### config.mk
export PLATFORM = sky130hd
export DESIGN_NAME = seq_muldiv
export DESIGN_NICKNAME = d
export VERILOG_FILES = /design/src/rtl/cpu_pkg.sv /design/src/rtl/muldiv_sign_adj.sv /design/src/rtl/seq_muldiv.sv
export SDC_FILE = /design/constraint.sdc
export NUM_CORES = 1
export LEC_CHECK = 0
export CORE_UTILIZATION = 65
export CTS_BUF_LIST = sky130_fd_sc_hd__clkbuf_4
export DETAILED_ROUTE_END_ITERATION = 7
export PLACE_DENSITY = 0.92
export SLEW_MARGIN = 0
export SYNTH_ARGS = -nofsm -noshare
export SYNTH_HDL_FRONTEND = slang
export SYNTH_HIERARCHICAL = 1
export SYNTH_SLANG_ARGS = --single-unit
export TNS_END_PERCENT = 5
### constraint.sdc
create_clock -name clk -period 6.28 [get_ports clk]
set_input_delay 1.256 -clock clk [delete_from_list [all_inputs] [get_ports clk]]
set_output_delay 1.256 -clock clk [all_outputs]
set_load 0.005 [all_outputs]
### src/rtl/cpu_pkg.sv
// Shared CPU definitions: ALU one-hot opcode indices, datapath width and
// the seq_muldiv state encoding.
package cpu_pkg;

   localparam int unsigned ALU_OP_W     = 16;
   localparam int unsigned MULDIV_WIDTH = 32;

   // One-hot bit positions within alu_op
   localparam int unsigned ALU_ADD  = 0;
   localparam int unsigned ALU_SUB  = 1;
   localparam int unsigned ALU_NEG  = 2;
   localparam int unsigned ALU_MUL  = 3;
   localparam int unsigned ALU_DIV  = 4;
   localparam int unsigned ALU_AND  = 5;
   localparam int unsigned ALU_OR   = 6;
   localparam int unsigned ALU_XOR  = 7;
   localparam int unsigned ALU_NOT  = 8;
   localparam int unsigned ALU_SHL  = 9;
   localparam int unsigned ALU_SHR  = 10;
   localparam int unsigned ALU_SHRA = 11;
   localparam int unsigned ALU_C2   = 12;
   localparam int unsigned ALU_INC  = 13;

   typedef enum logic [2:0] {
      MD_IDLE = 3'd0,
      MD_PREP = 3'd1,
      MD_ITER = 3'd2,
      MD_FIX  = 3'd3,
      MD_DONE = 3'd4
   } md_state_t;

endpackage

### src/rtl/muldiv_sign_adj.sv
// Conditional two's-complement negate; used for operand magnitudes and
// for sign-correcting the final product / quotient / remainder.
module muldiv_sign_adj #(
   parameter int unsigned W = 32
) (
   input  logic         neg,
   input  logic [W-1:0] value,
   output logic [W-1:0] result_c
);

   assign result_c = neg ? (W'(0) - value) : value;

endmodule

### src/rtl/seq_muldiv.sv
// Multi-cycle signed multiply / divide (shift-add, restoring divide).
// Optional macro SEQ_MULDIV_EARLY_OUT_EN skips iteration for zero results.
module seq_muldiv
   import cpu_pkg::*;
#(
   parameter int unsigned WIDTH   = MULDIV_WIDTH,
   parameter int unsigned MUL_IDX = ALU_MUL,
   parameter int unsigned DIV_IDX = ALU_DIV
) (
   input  logic                clk,
   input  logic                reset_n,
   input  logic                start,
   input  logic [15:0]         alu_op,
   input  logic [WIDTH-1:0]    a,
   input  logic [WIDTH-1:0]    b,
   output logic                busy,
   output logic                done,
   output logic [WIDTH-1:0]    result_hi,
   output logic [WIDTH-1:0]    result_lo,
   output logic                div_by_zero
);

   localparam int unsigned CNT_W = (WIDTH > 1) ? $clog2(WIDTH) : 1;
   localparam logic [CNT_W-1:0] CNT_LAST = CNT_W'(WIDTH - 1);

   md_state_t state, state_nx;
   logic busy_nx, done_nx;

   logic               op_mul;
   logic [WIDTH-1:0]   op_a, op_b;
   logic [WIDTH-1:0]   opnd;
   logic [WIDTH-1:0]   acc_hi, acc_lo;
   logic [CNT_W-1:0]   cnt;
   logic               neg_res, neg_rem, zero_res;

   logic               accept_c, early_c;
   logic [WIDTH-1:0]   abs_a_c, abs_b_c;
   logic [WIDTH:0]     mul_sum_c;
   logic [WIDTH:0]     div_shift_c;
   logic               div_ge_c;
   logic [WIDTH-1:0]   div_sub_c;
   logic [2*WIDTH-1:0] prod_c;
   logic [WIDTH-1:0]   quo_c, rem_c;

   logic unused_alu_op;
   assign unused_alu_op = ^alu_op;

   assign accept_c = (state == MD_IDLE) && start && (alu_op[MUL_IDX] || alu_op[DIV_IDX]);

`ifdef SEQ_MULDIV_EARLY_OUT_EN
   assign early_c = op_mul ? ((op_a == '0) || (op_b == '0))
                           : ((op_a == '0) && (op_b != '0));
`else
   assign early_c = 1'b0;
`endif

   muldiv_sign_adj #(.W(WIDTH)) u_abs_a (.neg(op_a[WIDTH-1]), .value(op_a), .result_c(abs_a_c));
   muldiv_sign_adj #(.W(WIDTH)) u_abs_b (.neg(op_b[WIDTH-1]), .value(op_b), .result_c(abs_b_c));
   muldiv_sign_adj #(.W(2*WIDTH)) u_fix_prod (.neg(neg_res), .value({acc_hi, acc_lo}), .result_c(prod_c));
   muldiv_sign_adj #(.W(WIDTH)) u_fix_quo (.neg(neg_res), .value(acc_lo), .result_c(quo_c));
   muldiv_sign_adj #(.W(WIDTH)) u_fix_rem (.neg(neg_rem), .value(acc_hi), .result_c(rem_c));

   // One iteration step: multiplier bits consumed from acc_lo LSB; dividend
   // bits shifted out of acc_lo MSB while quotient bits shift in.
   assign mul_sum_c   = {1'b0, acc_hi} + (acc_lo[0] ? {1'b0, opnd} : (WIDTH+1)'(0));
   assign div_shift_c = {acc_hi, acc_lo[WIDTH-1]};
   assign div_ge_c    = (div_shift_c >= {1'b0, opnd});
   assign div_sub_c   = WIDTH'(div_shift_c - {1'b0, opnd});

   always_ff @(posedge clk or negedge reset_n) begin
      if (!reset_n) begin
         state <= MD_IDLE;
         busy  <= 1'b0;
         done  <= 1'b0;
      end else begin
         state <= state_nx;
         busy  <= busy_nx;
         done  <= done_nx;
      end
   end

   always_comb begin
      state_nx = state;
      busy_nx  = 1'b0;
      done_nx  = 1'b0;
      case (state)
         MD_IDLE: if (accept_c) state_nx = MD_PREP;
         MD_PREP: state_nx = early_c ? MD_FIX : MD_ITER;
         MD_ITER: if (cnt == CNT_LAST) state_nx = MD_FIX;
         MD_FIX:  state_nx = MD_DONE;
         MD_DONE: state_nx = MD_IDLE;
         default: state_nx = MD_IDLE;
      endcase
      busy_nx = (state_nx != MD_IDLE);
      done_nx = (state_nx == MD_DONE);
   end

   always_ff @(posedge clk or negedge reset_n) begin
      if (!reset_n) begin
         op_mul      <= 1'b0;
         op_a        <= '0;
         op_b        <= '0;
         opnd        <= '0;
         acc_hi      <= '0;
         acc_lo      <= '0;
         cnt         <= '0;
         neg_res     <= 1'b0;
         neg_rem     <= 1'b0;
         zero_res    <= 1'b0;
         result_hi   <= '0;
         result_lo   <= '0;
         div_by_zero <= 1'b0;
      end else begin
         case (state)
            MD_IDLE: if (accept_c) begin
               op_mul      <= alu_op[MUL_IDX];
               op_a        <= a;
               op_b        <= b;
               div_by_zero <= 1'b0;
            end
            MD_PREP: begin
               opnd     <= op_mul ? abs_a_c : abs_b_c;
               acc_hi   <= '0;
               acc_lo   <= op_mul ? abs_b_c : abs_a_c;
               cnt      <= '0;
               neg_res  <= op_a[WIDTH-1] ^ op_b[WIDTH-1];
               neg_rem  <= op_a[WIDTH-1];
               zero_res <= early_c;
            end
            MD_ITER: begin
               cnt <= cnt + CNT_W'(1);
               if (op_mul) begin
                  acc_hi <= mul_sum_c[WIDTH:1];
                  acc_lo <= {mul_sum_c[0], acc_lo[WIDTH-1:1]};
               end else begin
                  acc_hi <= div_ge_c ? div_sub_c : div_shift_c[WIDTH-1:0];
                  acc_lo <= {acc_lo[WIDTH-2:0], div_ge_c};
               end
            end
            MD_FIX: begin
               if (zero_res) begin
                  result_hi <= '0;
                  result_lo <= '0;
               end else if (op_mul) begin
                  {result_hi, result_lo} <= prod_c;
               end else if (op_b == '0) begin
                  result_hi   <= op_a;
                  result_lo   <= '1;
                  div_by_zero <= 1'b1;
               end else begin
                  result_hi <= rem_c;
                  result_lo <= quo_c;
               end
            end
            default: ;
         endcase
      end
   end

endmodule
==> out/metrics.yaml <==
hold_viol: 0
slew_viol_final: 0
yosys-top-cells-area: "dfrtp_1 30%, xnor2_1 9.2%, mux2i_1 7.3%"
die_width_um: 176
slowest_stage: "dfrtp_1"
drt_pass1_iterations: 6
row_count: 63
ys_seq_area_share_pct: 30.2
synth_flop_cell: "dfrtp_1"
final_antenna_net_count: 0
drt_wl_total_um: 64500
hold_path.class: "reg -> reg"
cts_tree: "built"
drive_gt1_share_pct: 10.6
status: "finished clean"
cp.arrival_ps: 4600
final_cells: 2833
h-tree-depth: 3
post-route-util_pct: 74.2
vias: 19322
clock_latency_ps: 770
synth_top_family_by_area: "compound AO/OA/AOI/OAI gates"
clkSlewWorstSetupHoldPaths_ps: 70
post_cts_buffers: 0
slew_headroom_pct: 11.8
hold_buffers: 0
grt_pass1_wl_um: 100000
avgSynthCellArea_um2: 8.55
yosysTopAreaCellShare_pct: 30.2
vias_per_cell: 6.82
synth_xor_area_share_pct: 10.1
synth-edff-count: 0
finalSetupTns_ps: 0
track_usage_pct: 41.5
leakage_nw: 9.15
ios: 150
synthMuxAreaShare_pct: 11.4
grt_max_degree: 148
core_area_um2: 29700
peakVddDrop_v: 0.000395
layout_common_cells: "251 x nand2_1, 236 x dfrtp_1, 207 x xnor2_1, 187 x nor2_1, 184 x o21ai_0"
syn-cell-area_um2: 19700
worstMarginPinSlew_ps: 1320
path_cells: "and2_1, ha_1, inv_1, fa_1, nor2b_1, o211ai_1, a2111o_1, nand3_2, a41oi_1, o41a_1, or4_1, o211a_1"
async_flop_share_pct: 100
cts.sinks: 238
cp_slowest_stage_delay_ps: 720
synth_compound_area_share_pct: 21.1
setup_violations: 0
synth-simple-area-share_pct: 18.0
overflow: 0
place.gp.congestion: 0.954
fin_crit_sh_pct: 62.6
cts_max_path_buffers: 3
ys_warn_count: 6
power.density_nw_per_um2: 654
cts_root_buf: "clkbuf_4"
die_area_um2: 31000
numCtsBuffers: 69
crit_family: "compound AO/OA/AOI/OAI gates"
synth_cell_type_count: 84
cap_violations: 0
max_freq_mhz: 254
clock_skew_ps: 71.1
layout_commonest_cell: "nand2_1"
rsz0062_at_grt: "no"
syn_nets: 2461
start_util_pct: 66.3
p_total_mw: 14.4
path_max_fanout: 16
fin_nets: 2549
yosysTopAreaCell: "dfrtp_1"
synth_fa_ha_area_share_pct: 4.71
ys_seq_elements: 238
drt-wirelength-per-cell_um: 22.8
worstPathRequired_ps: 6940
cp-start-kind: "flip-flop"
ctsResizeCount: 0
endpoint_kind: "flip-flop"
layout_min_cycle_time_ps: 3930
hpwlAfterDp_um: 45600
path_buf_inv: 1
grt_pass1_vias: 18468
area_growth_pct: 11.9
antenna_found_initial: 3
netlist_instances: 2305
post-route-drc-count: 0
port_buffers: 135
die_h_um: 176
drt-initial-drc-count: 2304
placedCellCount: 2712
crit_type: "reg -> reg"
-- metrics by stage --
stage	area [µm²]	setup WS [ps]	hold slack [ps]
6_report	22100	2350	477
5_1_grt	22100	2110	496
4_1_cts	22000	2440	483
3_5_place_dp	21100	2110	469
3_3_place_gp	21100	2320	460
2_1_floorplan	19700	2880	449
-- layer usage --
layer | vias up | GRT usage [%] | routed length (µm)
met5 | - | 0 | 0
met4 | 0 | 20.5 | 3290
met3 | 291 | 10.9 | 8170
met2 | 1244 | 61.8 | 27700
met1 | 9160 | 55.7 | 25300
li1 | 8627 | - | -
-- final timing paths --
kind | depth (start not counted) | to | slack, ps | start
setup reg to reg | 12 | acc_hi[29] | 2350 | acc_lo[0]
min in group asynchronous | 1 | result_lo[24] | 490 | reset_n
hold reg to reg | 2 | result_lo[5] | 480 | result_lo[5]
hold / removal | 2 | result_lo[5] | 480 | result_lo[5]
max in group asynchronous | 2 | op_b[28] | 4480 | reset_n
setup / recovery | 12 | acc_hi[29] | 2350 | acc_lo[0]
-- cells by family (layout without fill, tap and decap cells) --
logic type | after synthesis | after routing
compound gates | 621 | 621
simple gates | 719 | 719
xor+xnor | 227 | 227
flops | 238 | 238
buf+inv | 211 | 345
mux | 216 | 216
fa+ha+maj | 73 | 73
other cells | 0 | 4
-- Yosys cell counts (all sizes together) (5+ instances only) --
cell / count
nor2b: 16
nor4b: 6
mux2: 73
a221oi: 24
buf: 34
and2: 38
a22oi: 5
inv: 76
nand4b: 5
a21o: 30
nor3: 14
o21bai: 6
o221ai: 25
a21oi: 140
o21a: 9
nand4: 21
xnor2: 207
nand3b: 9
xor2: 20
a211oi: 9
nor4: 28
mux2i: 143
nand2b: 26
nand2: 254
a31o: 5
clkbuf: 101
nand3: 28
a22o: 7
ha: 71
and3: 14
dfrtp: 238
o41ai: 55
or4: 30
o21ai: 192
o31ai: 60
or2: 11
nor2: 189
or3: 25
a31oi: 9
-- power by group --
part	switching [mW]	internal [mW]
combinational	4.87	3.93
sequential	1.79	2.23
clock	0.764	0.836
-- flip-flops by register name (all words and copies together), names as in the netlist, 3 cells and up --
signal,cells
result_hi,32
op_a,32
state,3
result_lo,32
opnd,32
acc_hi,32
acc_lo,32
cnt,5
op_b,32
-- tightest hold or removal path, cell delays in order, from the launching register on --
cell and delay [ps]:
dfrtp_1 340, nand2_1 40, o21ai_0 60
-- area by class of cell --
class / instances / area (µm²)
fill: 2163 / 7660
inverter: 76 / 285
multi-input combinational: 1856 / 12900
antenna: 4 / 10.0
sequential: 238 / 5960
timing repair buffer: 152 / 1500
tap: 390 / 488
clock buffer: 96 / 721
clock inverter: 21 / 186
Note: power is estimated with default switching activity, not from simulation.
